File: config.mk
export PLATFORM = sky130hd
export DESIGN_NAME = score_multiplier
export DESIGN_NICKNAME = d
export VERILOG_FILES = /design/src/rtl/score_multiplier.sv
export SDC_FILE = /design/constraint.sdc
export NUM_CORES = 1
export LEC_CHECK = 0
export BUFFER_PORTS_ARGS = -buffer_cell sky130_fd_sc_hd__buf_2
export CAP_MARGIN = 25
export CORE_MARGIN = 2
export CORE_UTILIZATION = 54
export CTS_BUF_LIST = sky130_fd_sc_hd__clkbuf_4 sky130_fd_sc_hd__clkbuf_8
export CTS_CLUSTER_SIZE = 14
export DETAILED_ROUTE_END_ITERATION = 10
export PLACE_DENSITY = 0.74
export RECOVER_POWER = 25
export SKIP_LAST_GASP = 1
export SLEW_MARGIN = 20
export SYNTH_ARGS = -nofsm -noshare
export SYNTH_HDL_FRONTEND = slang
export SYNTH_SLANG_ARGS = --single-unit
File: constraint.sdc
create_clock -name clk -period 3.6 [get_ports clk]
set_clock_uncertainty 0.2 [all_clocks]
set_input_delay 0.72 -clock clk [delete_from_list [all_inputs] [get_ports clk]]
set_output_delay 0.72 -clock clk [all_outputs]
set_load 0.01 [all_outputs]
File: src/rtl/score_multiplier.sv
// Shift-and-add multiplier: two 6-bit operands times a constant FACTOR, processed in parallel.
// One bit per cycle; results and a done pulse appear 6 cycles after start is accepted in IDLE.
module score_multiplier #(
  parameter logic [6:0] FACTOR = 7'd101
) (
  input  logic        clk,
  input  logic        rst,
  input  logic        start,
  input  logic [5:0]  time_multiplier,
  input  logic [5:0]  discovered_pairs_multiplier,
  output logic [12:0] mult_time_result,
  output logic [12:0] mult_discovered_pairs_result,
  output logic        busy,
  output logic        done
);

  typedef enum logic {IDLE, MULT} state_t;

  state_t      state_q, state_d;
  logic [2:0]  cnt_q, cnt_d;
  logic [5:0]  op_a_q, op_a_d, op_b_q, op_b_d;
  logic [12:0] acc_a_q, acc_a_d, acc_b_q, acc_b_d;
  logic [12:0] res_a_q, res_a_d, res_b_q, res_b_d;
  logic        done_q, done_d;

  logic [12:0] factor_ext;
  logic [12:0] addend;
  logic [5:0]  sh_a, sh_b;
  logic [12:0] sum_a, sum_b;

  // Partial product for the current bit; the shift keeps the index within the 6-bit operand.
  assign factor_ext = {6'd0, FACTOR};
  assign addend     = factor_ext << cnt_q;
  assign sh_a       = op_a_q >> cnt_q;
  assign sh_b       = op_b_q >> cnt_q;
  assign sum_a      = sh_a[0] ? (acc_a_q + addend) : acc_a_q;
  assign sum_b      = sh_b[0] ? (acc_b_q + addend) : acc_b_q;

  always_comb begin
    state_d = state_q;
    cnt_d   = cnt_q;
    op_a_d  = op_a_q;
    op_b_d  = op_b_q;
    acc_a_d = acc_a_q;
    acc_b_d = acc_b_q;
    res_a_d = res_a_q;
    res_b_d = res_b_q;
    done_d  = 1'b0;
    case (state_q)
      IDLE: begin
        if (start) begin
          op_a_d  = time_multiplier;
          op_b_d  = discovered_pairs_multiplier;
          acc_a_d = '0;
          acc_b_d = '0;
          cnt_d   = '0;
          state_d = MULT;
        end
      end
      MULT: begin
        acc_a_d = sum_a;
        acc_b_d = sum_b;
        cnt_d   = cnt_q + 3'd1;
        if (cnt_q == 3'd5) begin
          res_a_d = sum_a;
          res_b_d = sum_b;
          done_d  = 1'b1;
          cnt_d   = '0;
          state_d = IDLE;
        end
      end
      default: state_d = IDLE;
    endcase
  end

  always_ff @(posedge clk or negedge rst) begin
    if (!rst) begin
      state_q <= IDLE;
      cnt_q   <= '0;
      op_a_q  <= '0;
      op_b_q  <= '0;
      acc_a_q <= '0;
      acc_b_q <= '0;
      res_a_q <= '0;
      res_b_q <= '0;
      done_q  <= 1'b0;
    end else begin
      state_q <= state_d;
      cnt_q   <= cnt_d;
      op_a_q  <= op_a_d;
      op_b_q  <= op_b_d;
      acc_a_q <= acc_a_d;
      acc_b_q <= acc_b_d;
      res_a_q <= res_a_d;
      res_b_q <= res_b_d;
      done_q  <= done_d;
    end
  end

  assign mult_time_result             = res_a_q;
  assign mult_discovered_pairs_result = res_b_q;
  assign busy                         = (state_q == MULT);
  assign done                         = done_q;

endmodule

# Word level (Yosys, flattened, before mapping)
# Cells that the tools add are included.
# totals
output_inout_bits,28
inputBits,15
register_bits,69
# classes
n_shift,3
n_mux,13
n_eq_ne,2
n_reduce_logical,2
bitwise,1
add_sub_neg,3
# op_table
operator,n
$pmux 13 s2,2
$mux 13,3
$add 13x13->13,2
$shl 7x3->13 const A,1
$shr 6x3->1,2
$mux 3,2
$pmux 3 s2,1
$mux 1,4
$reduce_and 2->1,2
$add 3x1->3 const B,1
$eq 3x3->1 const B,1
$ne 2x2->1 const B,1
$pmux 1 s2,1
$not 1->1,1

# Logic depth before layout (Yosys ltp)
# Gate-level depths: netlist (run 1).
# depth
ltp_word,4
depth_mapped,13

# Worst setup path before layout (run 1)
# OpenSTA, ideal clock, no wires.
# synth_timing
path_type,register to register
startpoint,register cnt_q[0]
endpoint,register res_a_q[12] (netlist: mult_time_result[12])
path_buffers,1
synth_period_minus_slack_ns,3.196
slack_ns,0.404
path_stages_with_launch,13
t_arrival_ns,2.872
cell_sequence,dfrtp_1 > buf_2 > inv_1 > ha_1 > mux2_2 > ha_1 > a21o_1 > a21o_1 > a2111oi_0 > or3_1 > a21oi_1 > xor2_1 > mux2_2
# synth_via
elab_chain_cells,3
elab_cells_between_ends,6
classes_between,add/sub: 1; eq/ne: 1; shift: 2; mux: 1; reduce/logical: 1
# synth_lines
item,line_no,text
start: declaration,20,"logic [2:0] cnt_q, cnt_d;"
start signal: assignment,89,cnt_q <= cnt_d;
$shl 7x3->13,33,assign addend = factor_ext << cnt_q;
$add 13x13->13,36,assign sum_a = sh_a[0] ? (acc_a_q + addend) : acc_a_q;
$mux 13,36,
end signal: assignment,94,res_a_q <= res_a_d;
end: declaration,23,"logic [12:0] res_a_q, res_a_d, res_b_q, res_b_d;"
# Several ways; a longest one is shown, not always the timed one.
# A chain may end at the register's enable or synchronous reset.

# Worst setup path after layout (run 1)
# Ends and elaborated chain as after synthesis.

==> results.md, run 1 <==
- The run finished, with violations left.
- The final reports fail on capacitance limit, slew limit.
- The capture point of the worst reg-to-reg path is mult_time_result[12].
- The final-report hold violation count is 0.
- With fillers left out, the area of the finished cells amounts to 0.004797 mm^2.
- The number of antenna violations at the first check in global routing is 0.
- The floorplan die height is 92.04 um.
- The element type at the critical path end is a register.
- The startpoint identified for the worst hold timing path is mult_time_result[6].
- In the routed layout, each cell is associated on average with a via count of 5.785.
- The number of different library cells used by synthesis comes to 53.
- The cell area after synthesis is 0.004185 mm^2.
- The largest fanout of any net on the critical path is 6.
- The tool flagged a number of max-cap violations equal to 1.
- The minimum setup slack among reg-to-reg paths is approximately 0.25 ns.
- The root buffer cell is clkbuf_8.
- Clock-pin slew was measured on the worst setup and hold paths at 0.07 ns.
- Dividing the final minimum period by the clock period gives 0.9308.
- The via count of the first global-routing pass came to 3271.
- The synthesized design contains 0 enable-type register cells.
- The number of nets in the layout is about 520.
- Setup repair after global routing left no endpoint under its margin.
- Summed over all nets, the half-perimeter wirelength after detailed placement is 7026 um.
- The flop and latch count out of synthesis is 69.
- The fraction of layout cells with a size suffix above 1 is 0.2150.
- The worst hold path was traced through 2 stages.
- For this run the aggregate overflow at the end of global routing stands at 0.
- Setup violations remaining at the end of the flow were counted as 0.
- The core region is 0.007607 mm^2.
- In the global route stage, overall resource usage came out at 0.2475.
- After filler insertion, the fill cell instance count of the layout stands at 657.
- The instance count of the mapped netlist is 431.
- The area growth from synthesis to layout is 14.62%.
- The accumulated negative setup slack is 0 ns.
- The area enclosed by the die boundary is between 0.008 and 0.009 mm^2.
- The Yosys step of the flow raised 0 warnings.
- The wire length of the first global-routing pass is ~16000 um.
- The dominant register cell in the synthesized netlist is dfrtp_1.
- The cell family contributing the most delay on the critical path is compound AO/OA/AOI/OAI gates.
- The buffer levels on the longest clock path is 2.
- The insertion delay to the later sink of the worst-skew pair is 0.35 ns.
- In this run the post-CTS setup repair buffer count came out at 0.
- The final cell utilization of the core is 0.6306.
- The standard-cell row count is 32.
- The wire length per cell after detailed routing is around 17 um.
- The worst hold-check path type is reg -> reg.
- The kind of start point of the critical path is a register.
- The average instance area after synthesis is between 9 and 10 um^2.
- Entering global routing, the biggest net connects 36 pins.
- Counting every net in the synthesized netlist gives 475.
- For hold timing, the worst endpoint is mult_time_result[6].
- The count of TritonRoute iterations in the first routing pass is 4.
- The post-synthesis sequential area ratio is 0.4126.
- The worst reg2reg path startpoint is cnt_q[0].
- The delay of the slowest critical-path stage is 0.40 ns.
- The source of the critical timing path is cnt_q[0].
- The number of cells on the worst reg-to-reg path is 11.
- The worst max-slew margin expressed relative to the limit is -0.2563.
- The cell with the largest stage delay on the worst path is a2111oi_1.
- At the pin with the least slew margin, the transition time is 1.884 ns.
- At the worst endpoint, the arrival time is 3.39 ns.
- The clock sink total is 69.
- Buffers inserted to repair hold after CTS numbered 0.
- Routability-driven placement finished with a final weighted congestion of 0.9295.
- For the worst setup path, the data required time is 3.64 ns.
- The depth of the CTS H-tree is 3.
- After clock tree synthesis, the repair step resized 0 gates.
- The via count of the routed design is 3361.
- The residual antenna-violating net count after detailed routing is 0.
- The count of inserted antenna diode cells is 0.
- The die outline width is 92.04 um.
- The count of port buffers added during placement is 42.
- The max-slew violation total from the final report was 36.
- Including well taps, the total number of placed cells is roughly 570.
- In this run the cell area measured after placement is between 0.004 and 0.005 mm^2.
- The top-level I/O count is between 40 and 50.
- The fmax is 298.4 MHz.
- Traced cell by cell, the critical path runs through inv_1 -> ha_1 -> mux2_2 -> ha_1 -> a21o_1 -> a21o_1 -> a2111oi_1 -> or3_1 -> a21oi_1 -> xor2_1 -> mux2_2.
- The clock tree from TritonCTS is yes.
- The total clock buffers created by CTS is 9.
- The final critical-path required period is 3.351 ns.
- For this run, asynchronously set or reset flops after synthesis account for 1.000.
- The number of buffer and inverter instances along the worst setup path is 1.
- The count of cells in the finished layout, fillers not included, comes to slightly below 600.
- The starting density of the core is 0.5502.
- The DRC violation total after the first TritonRoute iteration is 135.
- The aggregate routed wire length is 9754 um.
- The category of the critical setup timing path is reg -> reg.
- In the routed design, unresolved DRC markers number 0.
## cell usage after synthesis (all sizes together) (4+ instances only)
cell | number | share of area
o22ai | 6 | 0.0090
nor2 | 27 | 0.024
nand2 | 62 | 0.056
and3 | 8 | 0.012
xor2 | 9 | 0.019
xnor2 | 13 | 0.027
nor2b | 4 | 0.0060
a21oi | 23 | 0.028
o31ai | 5 | 0.010
mux2 | 24 | 0.065
ha | 27 | 0.081
a211oi | 4 | 0.0096
clkbuf | 12 | 0.011
buf | 7 | 0.0093
a21o | 15 | 0.027
inv | 9 | 0.0081
dfrtp | 69 | 0.41
nand3 | 9 | 0.011
a31o | 4 | 0.0084
mux2i | 16 | 0.038
nor3 | 6 | 0.0099
o21ai | 40 | 0.048
## state kept, by name, summed over array words and instances, names as in the netlist
signal and cells:
acc_a_q 13, acc_b_q 13, busy 1, cnt_q 3, done 1, mult_discovered_pairs_result 13
mult_time_result 13, op_a_q 6, op_b_q 6
## metrics by stage
step                      setup WS (ns)  hold slack [ns]
final                            0.2492           0.2750
after global placement           0.2889           0.2473
after detailed placement         0.2380           0.2637
after CTS                        0.2176           0.2776
after global routing            0.01013           0.3035
after floorplan                  0.4036           0.2244
## logic make-up (layout without fill, tap and decap cells)
group,count (synthesis),after routing,synth area share
simple gates,126,126,0.1345
compound gates,114,114,0.1779
flops,69,69,0.4126
mux,40,40,0.1037
fa+ha+maj,31,31,0.09626
buf+inv,29,77,0.02900
xor+xnor,22,22,0.04604
## area by class of cell
| class | instances | area [um^2] | area share |
|---|---|---|---|
| Multi-Input combinational cell | 333 | 2341 | 0.4880 |
| Sequential cell | 69 | 1727 | 0.3599 |
| Timing Repair Buffer | 51 | 294.0 | 0.06129 |
| Clock inverter | 7 | 146.4 | 0.03052 |
| Tap cell | 102 | 127.6 | 0.02660 |
| Clock buffer | 9 | 123.9 | 0.02582 |
| Inverter | 10 | 37.54 | 0.007825 |
## worst min-delay path: stages, from the launching register on
cell	delay [ns]
dfrtp_1	0.34
nand2_1	0.05
nand2_1	0.05
## worst max path at each step
stage / to / slack [ns] / cells past startpoint
4_1_cts: mult_time_result[12] / 0.22 / 11
6_report: mult_time_result[12] / 0.25 / 11
3_3_place_gp: mult_discovered_pairs_result[9] / 0.29 / 12
5_1_grt: mult_time_result[11] / 0.01 / 11
2_1_floorplan: mult_time_result[12] / 0.40 / 12
3_5_place_dp: mult_time_result[12] / 0.24 / 11
## placed cells by master (no fill, tap or decap), types with 2 or more instances in the layout
cell       instances
o21bai_1           2
ha_1              27
a31oi_1            2
nor2_1            26
nand2_1           62
or3_1              2
xor2_1             9
fa_1               2
o31ai_1            4
dfrtp_1           69
bufinv_16          4
and3_1             8
a211oi_2           2
clkbuf_8           9
nor3_1             5
inv_1              9
mux2_2            23
buf_2             41
o211ai_1           2
xnor2_1           13
nor2b_1            4
buf_4              7
o21a_1             2
o21ai_1            4
mux2i_1           16
a21o_1            15
a21oi_1           23
a211oi_1           2
o22ai_1            6
nand3_1            9
o21ai_0           36
a31o_2             4
clkinv_4           2
and2_1             2
## layer usage
layer  global-route usage  up-vias  part of all wire
met5                    0        -                 0
met4              0.07587        0             0.011
met3              0.04601        9             0.045
met2               0.4228       84              0.51
met1               0.3204     1644              0.43
li1                     -     1624                 -
Power of run 1 is left out: the tool's default activity adds up to more than one toggle a clock period on the data nets, which glitch-free logic cannot reach.
==> run 2, diff against run 1 <==
==> constraint.sdc (replaced) <==
create_clock -name clk -period 3.75 [get_ports clk]
set_clock_uncertainty 0.2 [all_clocks]
set_input_delay 0.75 -clock clk [delete_from_list [all_inputs] [get_ports clk]]
set_output_delay 0.75 -clock clk [all_outputs]
set_load 0.01 [all_outputs]
==> results.md, run 2 (synthesized netlist as in run 1, its figures left out) <==
- The most frequent standard cell in the layout excluding fill and tap cells is dfrtp_1.
- The cell sitting at the root of the clock tree is a clkbuf_8.
- The via count of the first global-routing pass was 3249 (-0.67%).
- The area inside the core boundary is 0.007607 mm^2 (unchanged).
- The layout overhead on the synthesized area is 12.74%.
- The number of violations of the max-capacitance limit is 1 (unchanged).
- The largest fanout of any net on the critical path came to 22 (+16).
- The clock sink total was 69 (unchanged).
- The endpoint of the worst hold path is mult_discovered_pairs_result[5].
- The standard-cell row count was 32 (unchanged).
- The routed via count divided by cell count was 5.559 (-3.9%).
- Setup repair after global routing left no endpoint under its margin.
- The starting density of the core is 0.5502 (unchanged).
- The aggregate routed wire length is 9349 um (-4.2%).
- The post-CTS resize count is 0 (unchanged).
- The checks that failed: capacitance limit, slew limit.
- The capture point of the worst reg-to-reg path is mult_time_result[12].
- The die outline width is 92.04 um (unchanged).
- The residual antenna-violating net count after detailed routing is 0 (unchanged).
- The insertion delay to the later sink of the worst-skew pair came to 0.35 ns (about the same).
- The pin count of the biggest net entering global routing is 39 (+8.3%).
- The transition time at the pin with the least slew margin is 1.698 ns (-0.1865 ns).
- The number of cells on the worst reg-to-reg path was 9 (-2).
- The HPWL after detailed placement is 6915 um (-1.6%).
- The number of buffers inserted by post-CTS setup repair is 0 (unchanged).
- The number of filler instances in the final layout was 688 (+4.7%).
- The residual overflow from global routing is 0 (unchanged).
- The startpoint identified for the worst register-to-register timing path is cnt_q[2].
- The run finished, with violations left.
- The top-level I/O count is 43 (unchanged).
- The startpoint identified for the worst hold timing path is mult_discovered_pairs_result[5].
- The accumulated negative setup slack is 0 ns (unchanged).
- The clock transition at the registers of the reported paths is 0.08 ns (about the same).
- The critical path in this run is classified as reg -> reg.
- The ratio of final minimum period to clock period is 0.9081 (-0.02266).
- The final critical-path required period is 3.405 ns (+0.05464 ns).
- The count of TritonRoute iterations in the first routing pass is 4 (unchanged).
- The fmax is 293.6 MHz (-1.6%).
- The area enclosed by the die boundary is 0.008470 mm^2 (unchanged).
- The count of inserted antenna diode cells is 0 (unchanged).
- The worst hold margin is 0.2767 ns (+0.001721 ns).
- The total clock buffers created by CTS came to 9 (unchanged).
- The floorplan die height came to 92.04 um (unchanged).
- The buffer levels on the longest clock path is 2 (unchanged).
- The element type at the critical path end is a register.
- The data arrival time of the critical path was 3.44 ns (+0.05 ns).
- The hold buffer count at CTS was 0 (unchanged).
- The DRC violation total after the first TritonRoute iteration came to 137 (+1.5%).
- The worst setup slack after layout is 0.3446 ns (+0.09536 ns).
- The wire length per cell after detailed routing came to 16.12 um (-4.0%).
- The cell with the largest stage delay on the worst path is dfrtp_1.
- The worst hold-check path type is reg -> reg.
- The depth of the CTS H-tree is 3 (unchanged).
- The via count of the routed design is 3224 (-4.1%).
- The final-report hold violation count is 0 (unchanged).
- The max-slew violation total from the final report is 33 (-8.3%).
- The post-placement setup slack was 0.3930 ns (+0.1550 ns).
- In the layout the commonest cells are dfrtp_1 (69), nand2_1 (62), buf_2 (41), o21ai_0 (36).
- The global placement routability congestion is 0.8978 (-3.4%).
- The kind of start point of the critical path is a register.
- The worst max-slew margin expressed relative to the limit is -0.1319 (+0.1243).
- The wire length of the first global-routing pass came to 15790 um (-2.8%).
- The detailed-route DRC error count is 0 (unchanged).
- The hold path depth was 2 (unchanged).
- The count of port buffers added during placement came to 42 (unchanged).
- The critical path goes through mux2_2 -> ha_1 -> a21o_1 -> a21o_1 -> a2111oi_0 -> or3_1 -> a21oi_1 -> xor2_1 -> mux2_2.
- The number of antenna violations at the first check in global routing is 0 (unchanged).
- The number of nets in the layout is 517 (-0.19%).
- The required time reported for the critical path endpoint was 3.79 ns (+0.15 ns).
- The clock tree from TritonCTS is yes.
- The minimum setup slack among reg-to-reg paths is 0.34 ns (+0.10 ns).
- The setup-violating endpoint count in the final report is 0 (unchanged).
- The all-layer global routing usage is 0.2409 (-0.006599).
- The delay of the slowest critical-path stage is 0.78 ns (+0.38 ns).
- The fraction of layout cells with a size suffix above 1 is 0.2113 (-0.003734).
run 2: cell count changes in the layout (fill, tap and decap cells not counted), sizes merged:
| cell | delta |
|---|---|
| clkinv | +1 |
| clkinvlp | +1 |
| bufinv | -2 |
| buf | -1 |
run 2: per-layer routing:
layer,track usage,routed length [um]
met5,0,0
met2,0.4246,4687
met4,0.06095,88
met1,0.3037,4187
met3,0.04766,386
run 2: metrics by stage:
stage | instance area [um^2] | util | instances
2_1_floorplan | 4185 | - | 431
3_3_place_gp | 4512 | 0.5931 | 564
3_5_place_dp | 4512 | 0.5931 | 564
4_1_cts | 4735 | 0.6224 | 580
5_1_grt | 4718 | 0.6202 | 580
6_report | 4718 | 0.6202 | 580
run 2: area by class of cell:
cell class / count / area (um^2) / area share
inverter: 10 / 37.54 / 0.007955
timing repair buffer: 50 / 266.5 / 0.05648
clock buffer: 9 / 123.9 / 0.02625
tap: 102 / 127.6 / 0.02705
multi-input combinational: 333 / 2337 / 0.4954
clock inverter: 7 / 98.84 / 0.02095
sequential: 69 / 1727 / 0.3660
run 2: worst max-delay path: cells and delay by family (launching register included):
| family | cells | cell delay [ns] |
|---|---|---|
| multiplexers | 2 | 0.71 |
| AND/OR/NAND/NOR | 1 | 0.18 |
| flip-flops | 1 | 0.78 |
| XOR/XNOR | 1 | 0.19 |
| adder cells (fa/ha/maj) | 1 | 0.37 |
| AO/OA/AOI/OAI | 4 | 0.87 |
run 2: worst max path at each step:
stage | from | end | slack (ns) | cells past startpoint
after floorplan | cnt_q[0] | mult_time_result[12] | 0.55 | 12
after global placement | cnt_q[1] | mult_time_result[11] | 0.48 | 12
after detailed placement | cnt_q[2] | acc_a_q[9] | 0.39 | 9
after CTS | cnt_q[2] | mult_time_result[12] | 0.38 | 9
after global routing | cnt_q[2] | mult_time_result[12] | 0.10 | 9
final | cnt_q[2] | mult_time_result[12] | 0.34 | 9
Power of run 2 is left out for the same reason.
